File: src/rtl/ysyx_25040109_mem_pkg.sv
// ysyx_25040109_mem_pkg: shared FSM/owner types and store-strobe helpers
// for the fetch/load/store memory arbiter.
package ysyx_25040109_mem_pkg;

    typedef enum logic [2:0] {
        ST_IDLE,
        ST_DLY,
        ST_REQ,
        ST_WAIT,
        ST_RESP
    } state_e;

    typedef enum logic [1:0] {
        OWN_NONE,
        OWN_IF,
        OWN_LD,
        OWN_ST
    } owner_e;

    localparam logic [2:0] WLEN_B = 3'd1;
    localparam logic [2:0] WLEN_H = 3'd2;
    localparam logic [2:0] WLEN_W = 3'd4;

    localparam logic [3:0] STRB_B = 4'b0001;
    localparam logic [3:0] STRB_H = 4'b0011;
    localparam logic [3:0] STRB_W = 4'b1111;

    function automatic logic [3:0] f_wstrb(input logic [2:0] len,
                                           input logic [1:0] a);
        logic [3:0] s;
        case (len)
            WLEN_B:  s = STRB_B << a;
            WLEN_H:  s = STRB_H << a;
            WLEN_W:  s = STRB_W;
            default: s = 4'b0000;
        endcase
        return s;
    endfunction

    // A store is illegal if it crosses the word or has an unsupported length.
    function automatic logic f_misalign(input logic [2:0] len,
                                        input logic [1:0] a);
        logic bad;
        case (len)
            WLEN_B:  bad = 1'b0;
            WLEN_H:  bad = (a == 2'd3);
            WLEN_W:  bad = (a != 2'd0);
            default: bad = 1'b1;
        endcase
        return bad;
    endfunction

endpackage

File: src/rtl/ysyx_25040109_mem_arb_lfsr8.sv
// ysyx_25040109_lfsr8: 8-bit Fibonacci LFSR, taps 8,6,5,4.
// Drives the optional random request delay of the memory arbiter.
module ysyx_25040109_lfsr8 #(
    parameter logic [7:0] SEED = 8'hA5
) (
    input  logic       clk,
    input  logic       rst,
    input  logic       en,
    output logic [7:0] q
);

    always_ff @(posedge clk or negedge rst) begin
        if (!rst) begin
            q <= SEED;
        end else if (en) begin
            q <= {q[6:0], q[7] ^ q[5] ^ q[4] ^ q[3]};
        end
    end

endmodule

File: src/rtl/ysyx_25040109_mem_arb.sv
// ysyx_25040109_mem_arb: merges fetch, load and store channels onto one backend bus.
// Define MEM_ARB_RAND_DELAY_EN to insert an LFSR-driven 0..3 cycle delay before REQ.
module ysyx_25040109_mem_arb
    import ysyx_25040109_mem_pkg::*;
#(
    parameter int          TIMEOUT   = 256,
    parameter logic [31:0] ERR_RDATA = 32'hDEADBEEF,
    parameter logic [7:0]  LFSR_SEED = 8'hA5
) (
    input  logic        clk,
    input  logic        rst,
    input  logic [31:0] imem_addr,
    input  logic        imem_ren,
    output logic [31:0] imem_rdata,
    output logic        imem_rvalid,
    input  logic [31:0] dmem_raddr,
    input  logic        dmem_ren,
    output logic [31:0] dmem_rdata,
    output logic        dmem_rvalid,
    input  logic [31:0] dmem_waddr,
    input  logic [31:0] dmem_wdata,
    input  logic [2:0]  dmem_wlen,
    input  logic        dmem_wen,
    output logic        dmem_wready,
    output logic        mem_req,
    output logic        mem_we,
    output logic [31:0] mem_addr,
    output logic [31:0] mem_wdata,
    output logic [3:0]  mem_wstrb,
    input  logic        mem_ready,
    input  logic        mem_rvalid,
    input  logic [31:0] mem_rdata,
    output logic        err
);

    localparam int CW = $clog2(TIMEOUT) + 1;

    state_e         r_state;
    owner_e         r_owner;
    logic [CW-1:0]  r_cnt;

    owner_e         w_owner;
    logic [31:0]    w_addr;
    logic [31:0]    w_wdata;
    logic [3:0]     w_wstrb;
    logic           w_bad;
    logic           w_tmo;
    logic           w_ok;
    logic           w_fin;
    logic [31:0]    w_data;

`ifdef MEM_ARB_RAND_DELAY_EN
    logic [7:0]     w_lfsr;
    logic [1:0]     r_dly;

    ysyx_25040109_lfsr8 #(.SEED(LFSR_SEED)) u_lfsr (
        .clk (clk),
        .rst (rst),
        .en  (1'b1),
        .q   (w_lfsr)
    );
`else
    logic [7:0]     w_unused_seed;
    assign w_unused_seed = LFSR_SEED;
`endif

    always_comb begin
        w_owner = OWN_NONE;
        w_addr  = '0;
        w_wdata = '0;
        w_wstrb = '0;
        w_bad   = 1'b0;
        if (dmem_wen) begin
            w_owner = OWN_ST;
            w_addr  = {dmem_waddr[31:2], 2'b00};
            w_wdata = dmem_wdata << {dmem_waddr[1:0], 3'b000};
            w_wstrb = f_wstrb(dmem_wlen, dmem_waddr[1:0]);
            w_bad   = f_misalign(dmem_wlen, dmem_waddr[1:0]);
        end else if (dmem_ren) begin
            w_owner = OWN_LD;
            w_addr  = {dmem_raddr[31:2], 2'b00};
        end else if (imem_ren) begin
            w_owner = OWN_IF;
            w_addr  = {imem_addr[31:2], 2'b00};
        end
    end

    // Abort fires so the response lands TIMEOUT-1 cycles after REQ entry.
    assign w_tmo  = (r_cnt >= CW'(TIMEOUT - 2));
    assign w_ok   = (r_state == ST_WAIT) && mem_rvalid;
    assign w_fin  = w_ok
                 || ((r_state == ST_WAIT) && w_tmo)
                 || ((r_state == ST_REQ) && !mem_ready && w_tmo);
    assign w_data = w_ok ? mem_rdata : ERR_RDATA;

    always_ff @(posedge clk or negedge rst) begin
        if (!rst) begin
            r_state     <= ST_IDLE;
            r_owner     <= OWN_NONE;
            r_cnt       <= '0;
`ifdef MEM_ARB_RAND_DELAY_EN
            r_dly       <= '0;
`endif
            mem_req     <= 1'b0;
            mem_we      <= 1'b0;
            mem_addr    <= '0;
            mem_wdata   <= '0;
            mem_wstrb   <= '0;
            imem_rdata  <= '0;
            imem_rvalid <= 1'b0;
            dmem_rdata  <= '0;
            dmem_rvalid <= 1'b0;
            dmem_wready <= 1'b0;
            err         <= 1'b0;
        end else begin
            imem_rvalid <= 1'b0;
            dmem_rvalid <= 1'b0;
            dmem_wready <= 1'b0;
            err         <= 1'b0;
            case (r_state)
                ST_IDLE: begin
                    r_cnt <= '0;
                    if (w_owner != OWN_NONE) begin
                        r_owner <= w_owner;
                        if (w_bad) begin
                            r_state     <= ST_RESP;
                            err         <= 1'b1;
                            dmem_wready <= 1'b1;
                        end else begin
                            mem_addr  <= w_addr;
                            mem_wdata <= w_wdata;
                            mem_wstrb <= w_wstrb;
`ifdef MEM_ARB_RAND_DELAY_EN
                            if (w_lfsr[1:0] == 2'd0) begin
                                r_state <= ST_REQ;
                                mem_req <= 1'b1;
                                mem_we  <= (w_owner == OWN_ST);
                            end else begin
                                r_state <= ST_DLY;
                                r_dly   <= w_lfsr[1:0] - 2'd1;
                            end
`else
                            r_state <= ST_REQ;
                            mem_req <= 1'b1;
                            mem_we  <= (w_owner == OWN_ST);
`endif
                        end
                    end
                end
`ifdef MEM_ARB_RAND_DELAY_EN
                ST_DLY: begin
                    if (r_dly == 2'd0) begin
                        r_state <= ST_REQ;
                        r_cnt   <= '0;
                        mem_req <= 1'b1;
                        mem_we  <= (r_owner == OWN_ST);
                    end else begin
                        r_dly <= r_dly - 2'd1;
                    end
                end
`endif
                ST_REQ: begin
                    r_cnt <= r_cnt + 1'b1;
                    if (mem_ready || w_tmo) begin
                        mem_req <= 1'b0;
                        mem_we  <= 1'b0;
                    end
                    if (mem_ready) begin
                        r_state <= ST_WAIT;
                    end
                end
                ST_WAIT: begin
                    r_cnt <= r_cnt + 1'b1;
                end
                ST_RESP: begin
                    r_state <= ST_IDLE;
                    r_owner <= OWN_NONE;
                end
                default: begin
                    r_state <= ST_IDLE;
                end
            endcase
            if (w_fin) begin
                r_state <= ST_RESP;
                err     <= !w_ok;
                case (r_owner)
                    OWN_IF: begin
                        imem_rvalid <= 1'b1;
                        imem_rdata  <= w_data;
                    end
                    OWN_LD: begin
                        dmem_rvalid <= 1'b1;
                        dmem_rdata  <= w_data;
                    end
                    OWN_ST:  dmem_wready <= 1'b1;
                    default: ;
                endcase
            end
        end
    end

endmodule

File: config.mk
export PLATFORM = sky130hd
export DESIGN_NAME = ysyx_25040109_mem_arb
export DESIGN_NICKNAME = d
export VERILOG_FILES = /design/src/rtl/ysyx_25040109_mem_pkg.sv /design/src/rtl/ysyx_25040109_mem_arb_lfsr8.sv /design/src/rtl/ysyx_25040109_mem_arb.sv
export SDC_FILE = /design/constraint.sdc
export NUM_CORES = 1
export LEC_CHECK = 0
export ABC_AREA = 1
export BUFFER_PORTS_ARGS = -buffer_cell sky130_fd_sc_hd__buf_2
export CAP_MARGIN = 25
export CELL_PAD_IN_SITES_DETAIL_PLACEMENT = 0
export CELL_PAD_IN_SITES_GLOBAL_PLACEMENT = 1
export CORE_ASPECT_RATIO = 0.6
export CORE_MARGIN = 2
export CORE_UTILIZATION = 34
export DETAILED_ROUTE_END_ITERATION = 16
export PLACE_DENSITY_LB_ADDON = 0.1
export SYNTH_ARGS = -nofsm -noshare
export SYNTH_HDL_FRONTEND = slang
export SYNTH_HIERARCHICAL = 1
export SYNTH_SLANG_ARGS = --single-unit
File: constraint.sdc
create_clock -name clk -period 2.08 [get_ports clk]
set_input_delay 0.312 -clock clk [delete_from_list [all_inputs] [get_ports clk]]
set_output_delay 0.312 -clock clk [all_outputs]
set_load 0.01 [all_outputs]
==> flow_metrics.env, run 1 <==
export IMPL_status="complete, no violations"
export IMPL_syn_inst=872
export IMPL_via_per_inst=4.70
export IMPL_max_freq_mhz=534
export IMPL_antenna_found_initial=2
export IMPL_drc=0
export IMPL_finalMaxSlewViolations=0
export IMPL_critPathLaunchType="flop"
export IMPL_gp_congestion=0.800
export IMPL_grt_use_total_pct=20.7
export IMPL_cts_buffer_depth=2
export IMPL_drive_above_1_share_pct=34.3
export IMPL_synthMostInstantiatedCell="nand2_1"
export IMPL_syn_cell_area_um2=7220
export IMPL_async_flop_share_pct=100
export IMPL_post_route_period_util_pct=90.1
export IMPL_worstSkewPairLatency_ps=420
export IMPL_grt_pass1_vias=6455
export IMPL_cts_tree="yes"
export IMPL_htree_levels=4
export IMPL_reg2reg_setup_slack_ps=210
export IMPL_syn_to_final_growth_pct=34.1
export IMPL_first_iter_violations=343
export IMPL_cp_end_kind="flop"
export IMPL_yosys_top_cells_area="dfrtp_1 52%, nand2_1 12%, o21ai_0 8.1%"
export IMPL_first_pass_iters=4
export IMPL_r2r_start="r_cnt[0]$_DFFE_PN0P_"
export IMPL_clk_pin_slew_ps=60
export IMPL_worst_r2r_path_depth=9
export IMPL_setup_ws_ps=207
export IMPL_fin_worst_skew_ps=8.82
export IMPL_synthDistinctLibCells=33
export IMPL_p_leak_nw=5.17
export IMPL_dieHeight_um=117
export IMPL_io_pins=308
export IMPL_required_ps=2410
export IMPL_clkSinkCount=150
export IMPL_grt_max_degree=58
export IMPL_drv_cap=0
export IMPL_synth_ff_type="dfrtp_1"
export IMPL_wl_per_cell_um=15.9
export IMPL_place_port_buffers=301
export IMPL_synth_warning_count=6
export IMPL_wl_um=23100
export IMPL_num_rows=41
export IMPL_hp_class="primary input to flop"
export IMPL_final_nets=1335
export IMPL_arrival_ps=2200
export IMPL_ys_seq_area_share_pct=52.0
export IMPL_r2r_end="dmem_rdata[27]$_DFFE_PN0P_"
export IMPL_yosys_area_top_type_share_pct=52.0
export IMPL_worst_setup_path_type="flop to flop"
export IMPL_core_area_um2=20900
export IMPL_rsz0062_at_grt="false"
export IMPL_synth_edf_count=0
export IMPL_cts_setup_buffers=0
export IMPL_crit_fanout=35
export IMPL_preCtsSetupSlack_ps=244
export IMPL_power_density_nw_per_um2=1240
export IMPL_tns_ps=0
export IMPL_grt_overflow=0
export IMPL_ant_nets=0
export IMPL_die_area_um2=22400
export IMPL_cts_made_buffers=17
export IMPL_dp_hpwl_um=16900
export IMPL_cts_root_buf="clkbuf_16"
export IMPL_hold_start="mem_rdata[30]"
export IMPL_die_w_um=192
export IMPL_finalSetupViolations=0
export IMPL_synth_top_cells_by_count="239 x nand2_1, 150 x dfrtp_1, 117 x o21ai_0, 60 x nand3_1, 45 x a21oi_1"
export IMPL_synth_seq_cells=150
export IMPL_finalHoldViolCount=0
export IMPL_n_antenna_cell=0
export IMPL_synth_largest_area_cell="dfrtp_1"
export IMPL_fin_crit_ps=1870
export IMPL_holdPathEnd="imem_rdata[30]$_DFFE_PN0P_"
export IMPL_grt_pass1_wl_um=35500
export IMPL_vias=6832
export IMPL_initial_core_util_pct=34.5
export IMPL_holdPathStages=3
export IMPL_syn_avg_cell_area_um2=8.28
export IMPL_ir_drop_v=0.000641
## registers in the layout, summed over array words and instances, names as in the netlist, 2 cells and up
signal / flops
dmem_rdata: 32
imem_rdata: 32
mem_addr: 30
mem_wdata: 32
mem_wstrb: 4
r_cnt: 9
r_owner: 2
r_state: 3
## cell type report
type	count	area, µm²
fillers	2180	11300
inverters	40	150
multi-input cells	625	2970
repair buffers	329	1830
well taps	279	349
clock buffers	21	450
clock inverters	9	176
flip-flops and latches	150	3750
## cell families after synthesis
| kind of cell | count (synthesis) | share of synthesized area, % |
|---|---|---|
| other cells | 1 | 0.0520 |
| fa+ha+maj | 2 | 0.347 |
| simple gates | 374 | 21.8 |
| buf+inv | 98 | 6.88 |
| compound gates | 246 | 18.8 |
| flops | 150 | 52.0 |
| xor+xnor | 1 | 0.121 |
## stage by stage
step | cells | total power [W] | hold slack, ps | cell area [µm²] | util [%]
after floorplan | 873 | 0.00680 | 16.4 | 7220 | -
after global placement | 1422 | 0.00875 | 280 | 9040 | 43.2
after detailed placement | 1422 | 0.00877 | 276 | 9040 | 43.2
after CTS | 1453 | 0.0122 | 139 | 9680 | 46.2
after global routing | 1453 | 0.0129 | 157 | 9680 | 46.2
final | 1453 | 0.0120 | 161 | 9680 | 46.2
## what timing repair did
action                                 in CTS  in global routing
hold buffers                                1                  0
endpoints found under the hold margin      39                  0
resized for setup                           0                  0
setup endpoints to repair                   0                  0
## layer usage
metal / part of all wire [%] / vias up / GRT usage, % / wire length (µm)
li1: - / 3487 / - / -
met1: 49 / 3142 / 30.2 / 11400
met2: 43 / 184 / 30.0 / 9990
met3: 6.4 / 15 / 6.23 / 1470
met4: 0.85 / 4 / 5.34 / 197
met5: 0.12 / - / 0 / 27
## worst max path at each step
stage / startpoint / endpoint / slack [ps] / depth (start not counted)
6_report: r_cnt[0]$_DFFE_PN0P_ / dmem_rdata[27]$_DFFE_PN0P_ / 210 / 9
5_1_grt: r_cnt[0]$_DFFE_PN0P_ / imem_rdata[8]$_DFFE_PN0P_ / 70 / 9
4_1_cts: r_cnt[0]$_DFFE_PN0P_ / dmem_rdata[27]$_DFFE_PN0P_ / 200 / 9
3_5_place_dp: r_cnt[0]$_DFFE_PN0P_ / imem_rdata[5]$_DFFE_PN0P_ / 240 / 8
3_3_place_gp: r_cnt[0]$_DFFE_PN0P_ / imem_rdata[5]$_DFFE_PN0P_ / 260 / 8
2_1_floorplan: r_cnt[0]$_DFFE_PN0P_ / imem_rdata[18]$_DFFE_PN0P_ / 430 / 9
## critical path: stages, from the launching register on
cell and delay [ps]:
dfrtp_1 390, inv_1 90, ha_1 190, or2_2 280
nand3_1 130, nand3_2 110, nand4_1 210, buf_12 220
nand2_1 70, o21ai_0 90
## power breakdown
group | internal (W) | switching [W] | total, W
Clock | 0.00215 | 0.00119 | 0.00334
Sequential | 0.00396 | 0.000599 | 0.00456
Combinational | 0.00162 | 0.00247 | 0.00410
## cell usage in the layout, fill, tap and decap left out, drive strengths merged, types with 2 or more instances in the layout
cell type | Yosys | layout
bufinv | 0 | 5
nand2 | 243 | 243
nor3 | 6 | 6
o22ai | 15 | 15
o211ai | 3 | 3
ha | 2 | 2
nor2 | 44 | 44
nand4 | 6 | 6
nand3 | 61 | 61
buf | 30 | 328
or2 | 14 | 14
clkinv | 1 | 4
conb | 1 | 2
clkbuf | 28 | 21
o21ai | 180 | 180
dfrtp | 150 | 150
inv | 39 | 39
a21oi | 46 | 46
No activity file was read; power rests on OpenSTA's default activity.
==> run 2: changes to the inputs <==
--- a/config.mk
+++ b/config.mk
@@ -12,7 +12,7 @@
 export CELL_PAD_IN_SITES_GLOBAL_PLACEMENT = 1
 export CORE_ASPECT_RATIO = 0.6
 export CORE_MARGIN = 2
-export CORE_UTILIZATION = 34
+export CORE_UTILIZATION = 31
 export DETAILED_ROUTE_END_ITERATION = 16
 export PLACE_DENSITY_LB_ADDON = 0.1
 export SYNTH_ARGS = -nofsm -noshare
==> constraint.sdc (replaced) <==
create_clock -name clk -period 1.7 [get_ports clk]
set_input_delay 0.255 -clock clk [delete_from_list [all_inputs] [get_ports clk]]
set_output_delay 0.255 -clock clk [all_outputs]
set_load 0.01 [all_outputs]
==> run 2 against run 1 <==
The flow now finishes with violations (negative setup slack); first-iteration DRC count grew 33%; sequential share of layout area fell by 3.4 points; non-clock buffer count grew 40; largest power group unchanged.
==> flow_metrics.env, run 2 (synthesis results as in run 1) <==
export IMPL_clk_pin_slew_ps=60
export IMPL_reg_largest_list="dmem_rdata: 32 flops, imem_rdata: 32 flops, mem_wdata: 32 flops"
export IMPL_fin_worst_skew_ps=9.88
export IMPL_violations="negative setup slack"
export IMPL_dp_hpwl_um=18200
export IMPL_worst_hold_slack_ps=106
export IMPL_grt_max_degree=47
export IMPL_totalPowerFinal_w=0.0148
export IMPL_final_nets=1375
export IMPL_grt_use_total_pct=21.4
export IMPL_vias=7235
export IMPL_post_route_period_util_pct=101
export IMPL_dieHeight_um=122
export IMPL_grt_use_met1_pct=31.0
export IMPL_finalSetupViolations=6
export IMPL_worstSkewPairLatency_ps=430
export IMPL_worst_setup_path_type="flop to flop"
export IMPL_power_density_nw_per_um2=1390
export IMPL_io_pins=308
export IMPL_core_area_um2=23000
export IMPL_cts_buffer_depth=2
export IMPL_fin_area_um2=10600
export IMPL_first_pass_iters=4
export IMPL_cts_root_buf="clkbuf_16"
export IMPL_die_area_um2=24600
export IMPL_grt_overflow=0
export IMPL_drc=0
export IMPL_final_common_cell="buf_2"
export IMPL_status="finished, violations left"
export IMPL_multi_input_area_um2=3260
export IMPL_setup_ws_ps=-12.4
export IMPL_fin_crit_ps=1710
export IMPL_fin_util_pct=46.2
export IMPL_p_leak_nw=5.56
export IMPL_via_per_inst=4.73
export IMPL_die_w_um=201
export IMPL_critPathLaunchType="flop"
export IMPL_max_freq_mhz=584
export IMPL_gp_congestion=0.797
export IMPL_required_ps=2050
export IMPL_initial_core_util_pct=31.4
export IMPL_antenna_found_initial=1
export IMPL_hp_class="primary input to flop"
export IMPL_placed_cell_area_um2=9290
export IMPL_most_common_layout_cells="300 x buf_2, 199 x nand2_1, 148 x dfrtp_1, 104 x o21ai_0, 59 x nand3_1"
export IMPL_syn_to_final_growth_pct=47.1
export IMPL_grt_pass1_wl_um=40200
export IMPL_gr_max_usage_layer="met2"
export IMPL_place_port_buffers=301
export IMPL_seq_area_um2=3760
export IMPL_cts_tree="yes"
export IMPL_grt_use_met2_pct=31.4
export IMPL_rsz0062_at_grt="true"
export IMPL_ant_nets=0
export IMPL_ir_drop_v=0.000515
export IMPL_first_iter_violations=456
export IMPL_drv_cap=0
export IMPL_wl_per_cell_um=17.7
export IMPL_preCtsSetupSlack_ps=-92.6
export IMPL_cp_end_kind="flop"
export IMPL_drive_above_1_share_pct=42.8
export IMPL_cts_made_buffers=17
export IMPL_htree_levels=4
export IMPL_finalHoldViolCount=0
export IMPL_wl_um=27000
export IMPL_clkSinkCount=150
export IMPL_grt_pass1_vias=7068
export IMPL_num_fill_cells=2297
export IMPL_arrival_ps=2070
export IMPL_grt_util_met3_pct=5.86
export IMPL_num_rows=43
export IMPL_crit_fanout=7
export IMPL_finalMaxSlewViolations=0
-- run 2: cell count changes in the layout (fill, tap and decap cells not counted), sizes merged --
cell / delta
buf: +29
bufinv: -5
clkbuf: +11
clkinv: +2
clkinvlp: +3
diode: +1
-- run 2: worst max-delay path, stage by stage, from the launching register on --
cell	delay, ps
dfrtp_1	360
inv_2	50
ha_2	170
or2_4	220
nand3_2	80
nand3_2	90
nand4_1	110
buf_6	140
clkbuf_16	160
clkbuf_16	160
nand2_1	50
o21ai_1	60
-- run 2: power breakdown --
part	switching, W	leakage (nW)	internal, W
logic	0.00327	3.33	0.00238
clock network	0.00150	0.252	0.00195
registers	0.000826	1.98	0.00485
total	0.00559	5.56	0.00918
-- run 2: timing repair --
item,4_1_cts,5_1_grt
setup endpoints to repair,66,71
hold buffers,1,0
gates resized for setup,9,108
gates cloned,5,12
hold endpoints to repair,87,0
setup buffers,4,2
-- run 2: cell type report --
class | instances | area share (%)
Timing Repair Buffer | 369 | 23.8
Tap cell | 315 | 3.71
Clock buffer | 21 | 4.43
Inverter | 40 | 1.44
Sequential cell | 150 | 35.4
Clock inverter | 9 | 0.519
Multi-Input combinational cell | 625 | 30.7
Antenna cell | 1 | 0.0236
-- run 2: through the flow --
step	std cells	TNS, ps
4_1_cts	1515	0
6_report	1530	-54.1
2_1_floorplan	873	0
3_3_place_gp	1475	-502
3_5_place_dp	1475	-3440
5_1_grt	1530	-3950
-- run 2: path summary, 6_finish.rpt --
kind	from	to	slack, ps	cells after the start
worst max-delay path	r_cnt[0]$_DFFE_PN0P_	imem_rdata[15]$_DFFE_PN0P_	-10	11
worst max register to register	r_cnt[0]$_DFFE_PN0P_	imem_rdata[15]$_DFFE_PN0P_	-10	11
worst min-delay path	mem_rdata[15]	dmem_rdata[15]$_DFFE_PN0P_	110	3
max in group asynchronous	rst	mem_wdata[30]$_DFFE_PN0P_	880	3
min in group asynchronous	rst	mem_addr[12]$_DFFE_PN0P_	250	2
worst min register to register	mem_wdata[28]$_DFFE_PN0P_	mem_wdata[28]$_DFFE_PN0P_	460	2
-- run 2: layer usage --
metal / wire (µm) / up-vias / part of all wire (%)
met5: 0 / - / 0
met4: 261 / 0 / 0.97
met3: 1560 / 15 / 5.8
met2: 11600 / 188 / 43
met1: 13600 / 3444 / 50
li1: - / 3588 / -
